--- src/rtl/bcd_pkg.sv ---
`timescale 1ns/1ps
`default_nettype none
// ============================================================================
// bcd_pkg : shared BCD digit type, FSM encoding and nines-complement helper
// Rev 1.0
// ============================================================================
package bcd_pkg;

  typedef logic [3:0] bcd_digit_t;

  localparam bcd_digit_t BCD_MAX = 4'd9;

  typedef enum logic [1:0] {
    IDLE = 2'd0,
    RUN  = 2'd1,
    DONE = 2'd2
  } bcd_state_e;

  // Invalid digits (>9) wrap; the result is then unspecified but deterministic.
  function automatic bcd_digit_t nines(input bcd_digit_t d);
    return BCD_MAX - d;
  endfunction

endpackage
`default_nettype wire

--- src/rtl/bcd_serial_alu_if.sv ---
`timescale 1ns/1ps
`default_nettype none
// ============================================================================
// bcd_serial_alu_if : request/response bundle of the digit-serial BCD unit
// Rev 1.0
// ============================================================================
interface bcd_serial_alu_if #(
  parameter int NUM_DIGITS = 4
);
  localparam int W = 4 * NUM_DIGITS;

  logic         in_valid;
  logic         in_ready;
  logic         op_sub;
  logic [W-1:0] a;
  logic [W-1:0] b;
  logic         carry_in;
  logic         out_valid;
  logic         out_ready;
  logic [W-1:0] result;
  logic         carry_out;
  logic         zero;
  logic         bad_digit;

  modport master (
    output in_valid, op_sub, a, b, carry_in, out_ready,
    input  in_ready, out_valid, result, carry_out, zero, bad_digit
  );

  modport slave (
    input  in_valid, op_sub, a, b, carry_in, out_ready,
    output in_ready, out_valid, result, carry_out, zero, bad_digit
  );
endinterface
`default_nettype wire

--- src/rtl/bcd_digit_add.sv ---
`timescale 1ns/1ps
`default_nettype none
// ============================================================================
// bcd_digit_add : combinational single BCD digit adder with carry in/out
// Rev 1.0
// ============================================================================
module bcd_digit_add
  import bcd_pkg::*;
(
  input  bcd_digit_t a,
  input  bcd_digit_t b,
  input  logic       cin,
  output bcd_digit_t sum,
  output logic       cout
);

  logic [4:0] raw;
  logic [4:0] adj;

  always_comb begin
    raw  = {1'b0, a} + {1'b0, b} + {4'd0, cin};
    adj  = raw - 5'd10;
    sum  = raw[3:0];
    cout = 1'b0;
    if (raw > {1'b0, BCD_MAX}) begin
      sum  = adj[3:0];
      cout = 1'b1;
    end
  end

endmodule
`default_nettype wire

--- src/rtl/bcd_serial_alu.sv ---
`timescale 1ns/1ps
`default_nettype none
// ============================================================================
// bcd_serial_alu : digit-serial BCD add/subtract, DIGITS_PER_CYCLE digits per
// clock, least-significant first. Input digit check enabled by BCD_DIGIT_CHECK_EN.
// Rev 1.0
// ============================================================================
module bcd_serial_alu
  import bcd_pkg::*;
#(
  parameter int NUM_DIGITS       = 4,
  parameter int DIGITS_PER_CYCLE = 1
) (
  input  logic            clk,
  input  logic            rst,
  bcd_serial_alu_if.slave bus
);

  localparam int W     = 4 * NUM_DIGITS;
  localparam int GW    = 4 * DIGITS_PER_CYCLE;
  localparam int STEPS = NUM_DIGITS / DIGITS_PER_CYCLE;
  localparam int CW    = (STEPS > 1) ? $clog2(STEPS) : 1;
  localparam logic [CW-1:0] LAST = CW'(STEPS - 1);

  if ((DIGITS_PER_CYCLE < 1) || (NUM_DIGITS % DIGITS_PER_CYCLE != 0)) begin : g_cfg_check
    $error("bcd_serial_alu: DIGITS_PER_CYCLE must divide NUM_DIGITS");
  end

  bcd_state_e    state;
  bcd_state_e    state_next;
  logic          in_ready_c;
  logic          out_valid_c;
  logic [CW-1:0] cnt;
  logic [W-1:0]  sa;
  logic [W-1:0]  sb;
  logic [W-1:0]  acc;
  logic [W-1:0]  acc_next;
  logic          carry;
  logic [W-1:0]  result_reg;
  logic          carry_out_reg;
  logic          zero_reg;
  logic [W-1:0]  b_nines;
  logic [GW-1:0] grp_sum;
  logic [DIGITS_PER_CYCLE:0] chain;
  logic          accept;
  logic          last_step;

  assign accept    = (state == IDLE) && bus.in_valid;
  assign last_step = (state == RUN) && (cnt == LAST);

  always_ff @(posedge clk) begin
    if (rst) begin
      state <= IDLE;
    end else begin
      state <= state_next;
    end
  end

  always_comb begin
    state_next  = state;
    in_ready_c  = 1'b0;
    out_valid_c = 1'b0;
    case (state)
      IDLE: begin
        in_ready_c = 1'b1;
        if (bus.in_valid) state_next = RUN;
      end
      RUN: begin
        if (cnt == LAST) state_next = DONE;
      end
      DONE: begin
        out_valid_c = 1'b1;
        if (bus.out_ready) state_next = IDLE;
      end
      default: state_next = IDLE;
    endcase
  end

  for (genvar d = 0; d < NUM_DIGITS; d++) begin : g_nines
    assign b_nines[4*d +: 4] = nines(bus.b[4*d +: 4]);
  end

  // Carry ripples through the digit group within a cycle, then is held in 'carry'.
  assign chain[0] = carry;
  for (genvar i = 0; i < DIGITS_PER_CYCLE; i++) begin : g_digit
    bcd_digit_add u_add (
      .a    (sa[4*i +: 4]),
      .b    (sb[4*i +: 4]),
      .cin  (chain[i]),
      .sum  (grp_sum[4*i +: 4]),
      .cout (chain[i+1])
    );
  end

  always_comb begin
    acc_next = acc >> GW;
    acc_next[W-1 -: GW] = grp_sum;
  end

  always_ff @(posedge clk) begin
    if (rst) begin
      cnt           <= '0;
      sa            <= '0;
      sb            <= '0;
      acc           <= '0;
      carry         <= 1'b0;
      result_reg    <= '0;
      carry_out_reg <= 1'b0;
      zero_reg      <= 1'b0;
    end else if (accept) begin
      sa    <= bus.a;
      sb    <= bus.op_sub ? b_nines : bus.b;
      carry <= bus.carry_in;
      cnt   <= '0;
    end else if (state == RUN) begin
      sa    <= sa >> GW;
      sb    <= sb >> GW;
      acc   <= acc_next;
      carry <= chain[DIGITS_PER_CYCLE];
      cnt   <= cnt + CW'(1);
      if (last_step) begin
        result_reg    <= acc_next;
        carry_out_reg <= chain[DIGITS_PER_CYCLE];
        zero_reg      <= (acc_next == '0);
      end
    end
  end

`ifdef BCD_DIGIT_CHECK_EN
  logic [2*NUM_DIGITS-1:0] digit_bad;
  logic                    bad_pend;
  logic                    bad_out;

  for (genvar d = 0; d < NUM_DIGITS; d++) begin : g_digit_check
    assign digit_bad[2*d]   = bus.a[4*d +: 4] > BCD_MAX;
    assign digit_bad[2*d+1] = bus.b[4*d +: 4] > BCD_MAX;
  end

  // Flag is captured at accept but only published alongside its own result.
  always_ff @(posedge clk) begin
    if (rst) begin
      bad_pend <= 1'b0;
      bad_out  <= 1'b0;
    end else if (accept) begin
      bad_pend <= |digit_bad;
    end else if (last_step) begin
      bad_out  <= bad_pend;
    end
  end

  assign bus.bad_digit = bad_out;
`else
  assign bus.bad_digit = 1'b0;
`endif

  assign bus.in_ready  = in_ready_c;
  assign bus.out_valid = out_valid_c;
  assign bus.result    = result_reg;
  assign bus.carry_out = carry_out_reg;
  assign bus.zero      = zero_reg;

endmodule
`default_nettype wire

--- src/flat_wrapper.sv ---
// flat-port wrapper written by rule: the top's interface ports become plain ports
module bcd_serial_alu_flat import bcd_pkg::*;
#(
  parameter int NUM_DIGITS       = 4,
  parameter int DIGITS_PER_CYCLE = 1
)
  (clk, rst, bus_in_valid, bus_op_sub, bus_a, bus_b, bus_carry_in, bus_out_ready, bus_in_ready, bus_out_valid, bus_result, bus_carry_out, bus_zero, bus_bad_digit);
  bcd_serial_alu_if #(.NUM_DIGITS(NUM_DIGITS)) bus_i ();
  input  logic clk;
  input  logic rst;
  input wire logic [$bits(bus_i.in_valid)-1:0] bus_in_valid;
  input wire logic [$bits(bus_i.op_sub)-1:0] bus_op_sub;
  input wire logic [$bits(bus_i.a)-1:0] bus_a;
  input wire logic [$bits(bus_i.b)-1:0] bus_b;
  input wire logic [$bits(bus_i.carry_in)-1:0] bus_carry_in;
  input wire logic [$bits(bus_i.out_ready)-1:0] bus_out_ready;
  output wire logic [$bits(bus_i.in_ready)-1:0] bus_in_ready;
  output wire logic [$bits(bus_i.out_valid)-1:0] bus_out_valid;
  output wire logic [$bits(bus_i.result)-1:0] bus_result;
  output wire logic [$bits(bus_i.carry_out)-1:0] bus_carry_out;
  output wire logic [$bits(bus_i.zero)-1:0] bus_zero;
  output wire logic [$bits(bus_i.bad_digit)-1:0] bus_bad_digit;
  assign bus_i.in_valid = bus_in_valid;
  assign bus_i.op_sub = bus_op_sub;
  assign bus_i.a = bus_a;
  assign bus_i.b = bus_b;
  assign bus_i.carry_in = bus_carry_in;
  assign bus_i.out_ready = bus_out_ready;
  assign bus_in_ready = bus_i.in_ready;
  assign bus_out_valid = bus_i.out_valid;
  assign bus_result = bus_i.result;
  assign bus_carry_out = bus_i.carry_out;
  assign bus_zero = bus_i.zero;
  assign bus_bad_digit = bus_i.bad_digit;
  bcd_serial_alu #(.NUM_DIGITS(NUM_DIGITS), .DIGITS_PER_CYCLE(DIGITS_PER_CYCLE)) u_core (.clk(clk), .rst(rst), .bus(bus_i));
endmodule
--- config.mk ---
export PLATFORM = sky130hd
export DESIGN_NAME = bcd_serial_alu_flat
export DESIGN_NICKNAME = d
export VERILOG_FILES = /design/src/rtl/bcd_pkg.sv /design/src/rtl/bcd_serial_alu_if.sv /design/src/rtl/bcd_digit_add.sv /design/src/rtl/bcd_serial_alu.sv /design/src/flat_wrapper.sv
export SDC_FILE = /design/constraint.sdc
export NUM_CORES = 1
export LEC_CHECK = 0
export CORE_MARGIN = 8
export CORE_UTILIZATION = 46
export CTS_CLUSTER_SIZE = 8
export DETAILED_ROUTE_END_ITERATION = 8
export GPL_ROUTABILITY_DRIVEN = 0
export HOLD_SLACK_MARGIN = 0.12
export PLACE_DENSITY = 0.79
export SYNTH_ARGS = -nofsm -noshare
export SYNTH_HDL_FRONTEND = slang
export SYNTH_SLANG_ARGS = --single-unit
--- constraint.sdc ---
create_clock -name clk -period 2.6 [get_ports clk]
set_input_delay 0.65 -clock clk [delete_from_list [all_inputs] [get_ports clk]]
set_output_delay 0.65 -clock clk [all_outputs]
set_load 0.01 [all_outputs]
# Word level (Yosys, flattened, before mapping)
# Cells that the tools add are included.
dict set report classes {
  reduce_logical 9
  addsub 8
  bitwise_logic 1
  order_cmp 1
  mux 15
  n_eq_ne 6
}
# op count
set ops {}
lappend ops {{2-to-1 mux 16 bit} 5}
lappend ops {{logical NOT 16 bit} 1}
lappend ops {{subtractor 4 bit, first input constant} 4}
lappend ops {{2-to-1 mux 2 bit} 3}
lappend ops {{case mux 2 bit (3 select lines)} 1}
lappend ops {{AND reduction 3 bit} 2}
lappend ops {{adder 4 x 4 -> 5 bit} 1}
lappend ops {{adder 5 x 1 -> 5 bit} 1}
lappend ops {{> comparator 5 x 4 -> 1 bit, second input constant} 1}
lappend ops {{2-to-1 mux 1 bit} 5}
lappend ops {{== test 2 bit, second input constant} 2}
lappend ops {{2-to-1 mux 4 bit} 1}
lappend ops {{!= test 2 bit, second input constant} 2}
lappend ops {{subtractor 4 bit, second input constant} 1}
lappend ops {{adder 2 x 1 -> 2 bit, second input constant} 1}
lappend ops {{== test 2 x 1 -> 1 bit, second input constant} 1}
lappend ops {{logical AND 1 bit} 2}
lappend ops {{logical NOT 2 bit} 1}
lappend ops {{!= test 2 x 1 -> 1 bit, second input constant} 1}
lappend ops {{AND reduction 2 bit} 1}
lappend ops {{nonzero test 2 bit} 1}
lappend ops {{OR reduction 2 bit} 1}
lappend ops {{NOT 1 bit} 1}
dict set report word_totals {
  elab_cells 49
  out_inout_bits 21
  in_bits 38
  regBits 71
}

# Logic depth before layout (Yosys ltp)
dict set report logic_depth {
  ltp_word 6
  mapped_depth 9
  mapped_depth_nobuf 9
}

# Hierarchy
# From an unflattened synthesis, not the netlist that was laid out.
dict set report unflattened {
  hier_cells 361
  hier_area_um2 3161.8
}
# mod n_inst cells_each area_per_inst_um2
set modules_own_cells {}
lappend modules_own_cells {bcd_serial_alu 1 339 2950.3}
lappend modules_own_cells {bcd_digit_add 1 22 211.5}

# Worst setup path after synthesis
# OpenSTA, ideal clock, no wires.
dict set report synth_timing {
  kind {flip-flop to flip-flop}
  from {register u_core.sa[0]}
  to {register u_core.result_reg[14] (netlist: u_core.bus.result[14])}
  path_slack_ps -155
  setup_time_ps 70
  stages_incl_launch_ff 10
  arrival_time_ps 2685
  cell_sequence {dfxtp_1 > fa_1 > fa_1 > xnor2_1 > ha_1 > nor2b_1 > o41ai_4 > mux2i_1 > nand2_1 > a21oi_1}
}
dict set report synth_via {
  elab_chain_cells 4
  word_cells_on_any_way 5
  cone_classes {add/sub (3); order compare (1); mux (1)}
}
# element line_no
set synth_lines {}
lappend synth_lines {{from (decl)} bcd_serial_alu.sv:34} ;# logic [W-1:0] sa;
lappend synth_lines {{from (signal assigned)} bcd_serial_alu.sv:111} ;# sa <= bus.a;
lappend synth_lines {{from (signal assigned)} bcd_serial_alu.sv:116} ;# sa <= sa >> GW;
lappend synth_lines {{adder 4 x 4 -> 5 bit *} bcd_digit_add.sv:21} ;# raw = {1'b0, a} + {1'b0, b} + {4'd0, cin};
lappend synth_lines {{adder 5 x 1 -> 5 bit *} bcd_digit_add.sv:21}
lappend synth_lines {{subtractor 4 bit or > comparator 5 x 4 -> 1 bit (tied branches)} {bcd_digit_add.sv:22, bcd_digit_add.sv:25}}
lappend synth_lines {{2-to-1 mux 4 bit *} bcd_digit_add.sv:25} ;# if (raw > {1'b0, BCD_MAX}) begin
lappend synth_lines {{to (signal assigned)} bcd_serial_alu.sv:122} ;# result_reg <= acc_next;
lappend synth_lines {{to (decl)} bcd_serial_alu.sv:39} ;# logic [W-1:0] result_reg;
# Every way passes the cells marked *; elsewhere a longest branch is shown, timed or not.
# A chain may end at the register's enable or synchronous reset.

# Worst setup path after layout
dict set report layout_timing {
  from {register u_core.carry}
  to {register u_core.result_reg[14] (netlist: u_core.bus.result[14])}
}
dict set report layout_via {
  elab_chain_cells 3
  word_cells_on_any_way 4
  cone_classes {add/sub (2); order compare (1); mux (1)}
}
# element line_no
set layout_lines {}
lappend layout_lines {{from (decl)} bcd_serial_alu.sv:38} ;# logic carry;
lappend layout_lines {{from (signal assigned)} bcd_serial_alu.sv:113} ;# carry <= bus.carry_in;
lappend layout_lines {{from (signal assigned)} bcd_serial_alu.sv:119} ;# carry <= chain[DIGITS_PER_CYCLE];
lappend layout_lines {{adder 5 x 1 -> 5 bit *} bcd_digit_add.sv:21}
lappend layout_lines {{subtractor 4 bit or > comparator 5 x 4 -> 1 bit (tied branches)} {bcd_digit_add.sv:22, bcd_digit_add.sv:25}}
lappend layout_lines {{2-to-1 mux 4 bit *} bcd_digit_add.sv:25}
# Marked as above.

==> flow_summary.toml <==
[critical_path]
crit_fanout = 3
critPathArrivalTime_ns = 2.95
critPathLaunch = "u_core.carry"
cp_cell_sequence = "fa_2 -> fa_2 -> inv_2 -> ha_4 -> nor2b_4 -> o41ai_4 -> mux2i_2 -> nand2_1 -> a21oi_1"
required_ns = 2.87
end_kind = "flop"
r2r_setup_slack_ns = -0.08
crit_type = "reg -> reg"
start_kind = "flop"
timing.critical_path.mode_cell = "fa_2"
r2r-start = "u_core.carry"
cp_slowest_cell = "fa_2"
worst-path-buf-inv = 1
critPathTopFamily = "adder cells"
critPathMaxStageDelay_ns = 0.54

[global_routing]
grt_max_degree = 36
grt_pass1_vias = 2520
grt.overflow.total = 0
top_usage_layer = "met2"
grt.met3_usage_pct = 4.06
antenna_found_initial = 0
use_met2_pct = 25.4
grt_use_total_pct = 15.9
gr-usage-met1_pct = 19.4
grt_pass1_wl_mm = 11.5

[timing]
layout_setup_ws_ns = -0.0842
slew_headroom_pct = 47.5
fmax_mhz = 373
setup_viol = 5
fin_crit_sh_pct = 103
layout_min_cycle_time_ns = 2.68
drv_slew = 0
hold_violations = 0
worstMarginPinSlew_ns = 0.788
finClkSkew_ns = 0.0110
rsz0062_at_grt = "yes"

[floorplan]
dieArea_sq_um = 9170
std_cell_rows = 29
initial_core_util_pct = 46.9
die_width_um = 95.7
ios = 59
coreArea_sq_um = 6240
die_h_um = 95.7

[cts]
htree_levels = 3
cts_buffers = 9
clockBufferDepth = 2
clockRootBuffer = "clkbuf_8"
clk_latency_ns = 0.34
clock_sinks = 67
tritoncts = "yes"
cts.clk_slew.worst_paths_ns = 0.07

[power_and_ir_drop]
max-vdd-ir-drop_v = 0.000325
power.total_w = 0.00236
p_per_area_nw_per_um2 = 610
p_leak_nw = 1.46

[outcome]
violations = "setup timing"
status = "complete, but fails checks"

[cells_and_area]
fillCellCount = 556
n_antenna_cell = 0
syn_to_final_growth_pct = 32.1
seq_area_sq_um = 1340
nets = 463
layout-drive-gt1-share_pct = 11.2
final_core_util_pct = 61.9
multi_input_area_sq_um = 1520

[detailed_routing]
num_vias = 2646
ant_nets = 0
drt_first_pass_iters = 4
routedWlPerCell_um = 14.0
drc = 0
drt-total-wl_mm = 6.95
via_per_inst = 5.35
drt_iter0_markers = 107

[logic_synthesis]
seq_area_frac_synth_pct = 45.9
syn-cell-area_sq_um = 2930
yosys_warnings = 0
syn-num-nets = 404
netlist_instances = 355
ys_seq_elements = 67
yosysUniqueCellTypes = 35
synth_area_per_cell_sq_um = 8.24

[placed_design]
dp_hpwl_mm = 4.81
place_ws_ns = -0.159
port_buffers = 57

[job]
cap_violations = 0

[min_path]
worstHoldStart = "u_core.bus.result[10]"
min_path_type = "reg -> reg"
==> worst register-to-register path, delay by kind of cell, from the launching register on <==
family,cells,cell delay (ns)
buf+inv,1,0.05
flops,1,0.34
fa+ha+maj,3,1.10
mux,1,0.35
compound gates,2,0.56
simple gates,2,0.22
==> area by class of cell <==
class / instances / share of cell area [%]
inverters: 10 / 0.971
well taps: 77 / 2.49
flip-flops and latches: 67 / 34.7
multi-input cells: 253 / 39.2
repair buffers: 73 / 17.8
clock inverters: 4 / 1.33
clock buffers: 11 / 3.40
==> worst paths after layout <==
| kind | end | cells after the start |
|---|---|---|
| setup / recovery | u_core.bus.result[14] | 9 |
| setup reg to reg | u_core.bus.result[14] | 9 |
| hold reg to reg | u_core.bus.result[10] | 2 |
| hold / removal | u_core.bus.result[10] | 2 |
==> per-stage QoR <==
stage,instances,hold WS [ns],setup TNS (ns),instance area [sq um]
after floorplan,355,0.437,0,2930
after global placement,475,0.442,-0.0902,3570
after detailed placement,475,0.447,-0.483,3570
after CTS,494,0.457,-0.0575,3830
after global routing,495,0.479,-0.700,3860
final,495,0.455,-0.236,3860
==> metal layers <==
metal | vias to the layer above | part of all wire [%]
li1 | 1328 | -
met1 | 1210 | 44
met2 | 95 | 47
met3 | 13 | 7.4
met4 | 0 | 2.0
met5 | - | 0
==> where the power goes <==
part | total, W | internal [W] | switching, W
clock | 0.000830 | 0.000440 | 0.000389
combinational | 0.000422 | 0.000215 | 0.000207
sequential | 0.00111 | 0.00107 | 0.0000335
total | 0.00236 | 0.00173 | 0.000630
==> cells in the mapped netlist <==
| cell | instances | area [sq um] |
|---|---|---|
| xnor2_1 | 7 | 61.3 |
| fa_1 | 2 | 40.0 |
| clkbuf_1 | 17 | 63.8 |
| ha_1 | 9 | 113 |
| nand3b_1 | 1 | 7.51 |
| conb_1 | 1 | 3.75 |
| a21oi_1 | 53 | 265 |
| inv_1 | 9 | 33.8 |
| a2111oi_0 | 1 | 8.76 |
| a22oi_1 | 16 | 120 |
| a21o_2 | 1 | 8.76 |
| nand3_1 | 9 | 45.0 |
| mux2i_1 | 7 | 70.1 |
| and2_1 | 2 | 12.5 |
| nor2_1 | 29 | 109 |
| buf_4 | 1 | 7.51 |
| nand2b_1 | 2 | 12.5 |
| nor4_1 | 3 | 18.8 |
| a211oi_1 | 2 | 15.0 |
| buf_2 | 3 | 15.0 |
| o41ai_4 | 1 | 27.5 |
| inv_2 | 1 | 3.75 |
| and3_1 | 1 | 6.26 |
| a21o_1 | 1 | 7.51 |
| a221oi_1 | 9 | 78.8 |
| dfxtp_1 | 67 | 1340 |
| o31ai_2 | 1 | 12.5 |
| a31oi_1 | 1 | 6.26 |
| and3_4 | 1 | 11.3 |
| nor3_1 | 3 | 15.0 |
| nor2b_1 | 3 | 18.8 |
| xor2_1 | 4 | 35.0 |
| or4_1 | 1 | 7.51 |
| nand2_1 | 82 | 308 |
| buf_1 | 4 | 15.0 |
==> cells by family after synthesis <==
| logic type | Yosys count | share of synthesized area (%) |
|---|---|---|
| AND/OR/NAND/NOR | 137 | 19.5 |
| AO/OA/AOI/OAI | 86 | 18.8 |
| flip-flops | 67 | 45.9 |
| buffers and inverters | 35 | 4.75 |
| adder cells (fa/ha/maj) | 11 | 5.22 |
| XOR/XNOR | 11 | 3.29 |
| multiplexers | 7 | 2.40 |
| other | 1 | 0.128 |
==> timing repair <==
action / 4_1_cts / 5_1_grt
pin swaps: 7 / 3
resized for setup: 9 / 6
endpoints found under the setup margin: 5 / 7
buffers inserted: 4 / 1
hold buffers: 0 / 0
==> cell usage in the layout, fill, tap and decap left out, types with 2 or more instances in the layout <==
| cell type | instances |
|---|---|
| nor4_1 | 3 |
| a21oi_1 | 52 |
| fa_2 | 2 |
| xor2_1 | 4 |
| ha_1 | 8 |
| and2_1 | 2 |
| dfxtp_1 | 66 |
| inv_1 | 9 |
| a221oi_1 | 9 |
| nand2_1 | 81 |
| mux2i_1 | 6 |
| a211oi_1 | 2 |
| clkbuf_1 | 2 |
| buf_4 | 15 |
| clkbuf_8 | 9 |
| nor2_1 | 28 |
| xnor2_1 | 5 |
| nor3_1 | 3 |
| nand3_1 | 9 |
| clkdlybuf4s50_1 | 56 |
| nand2b_1 | 2 |
| a22oi_1 | 16 |
Note: power is estimated with default switching activity, not from simulation.
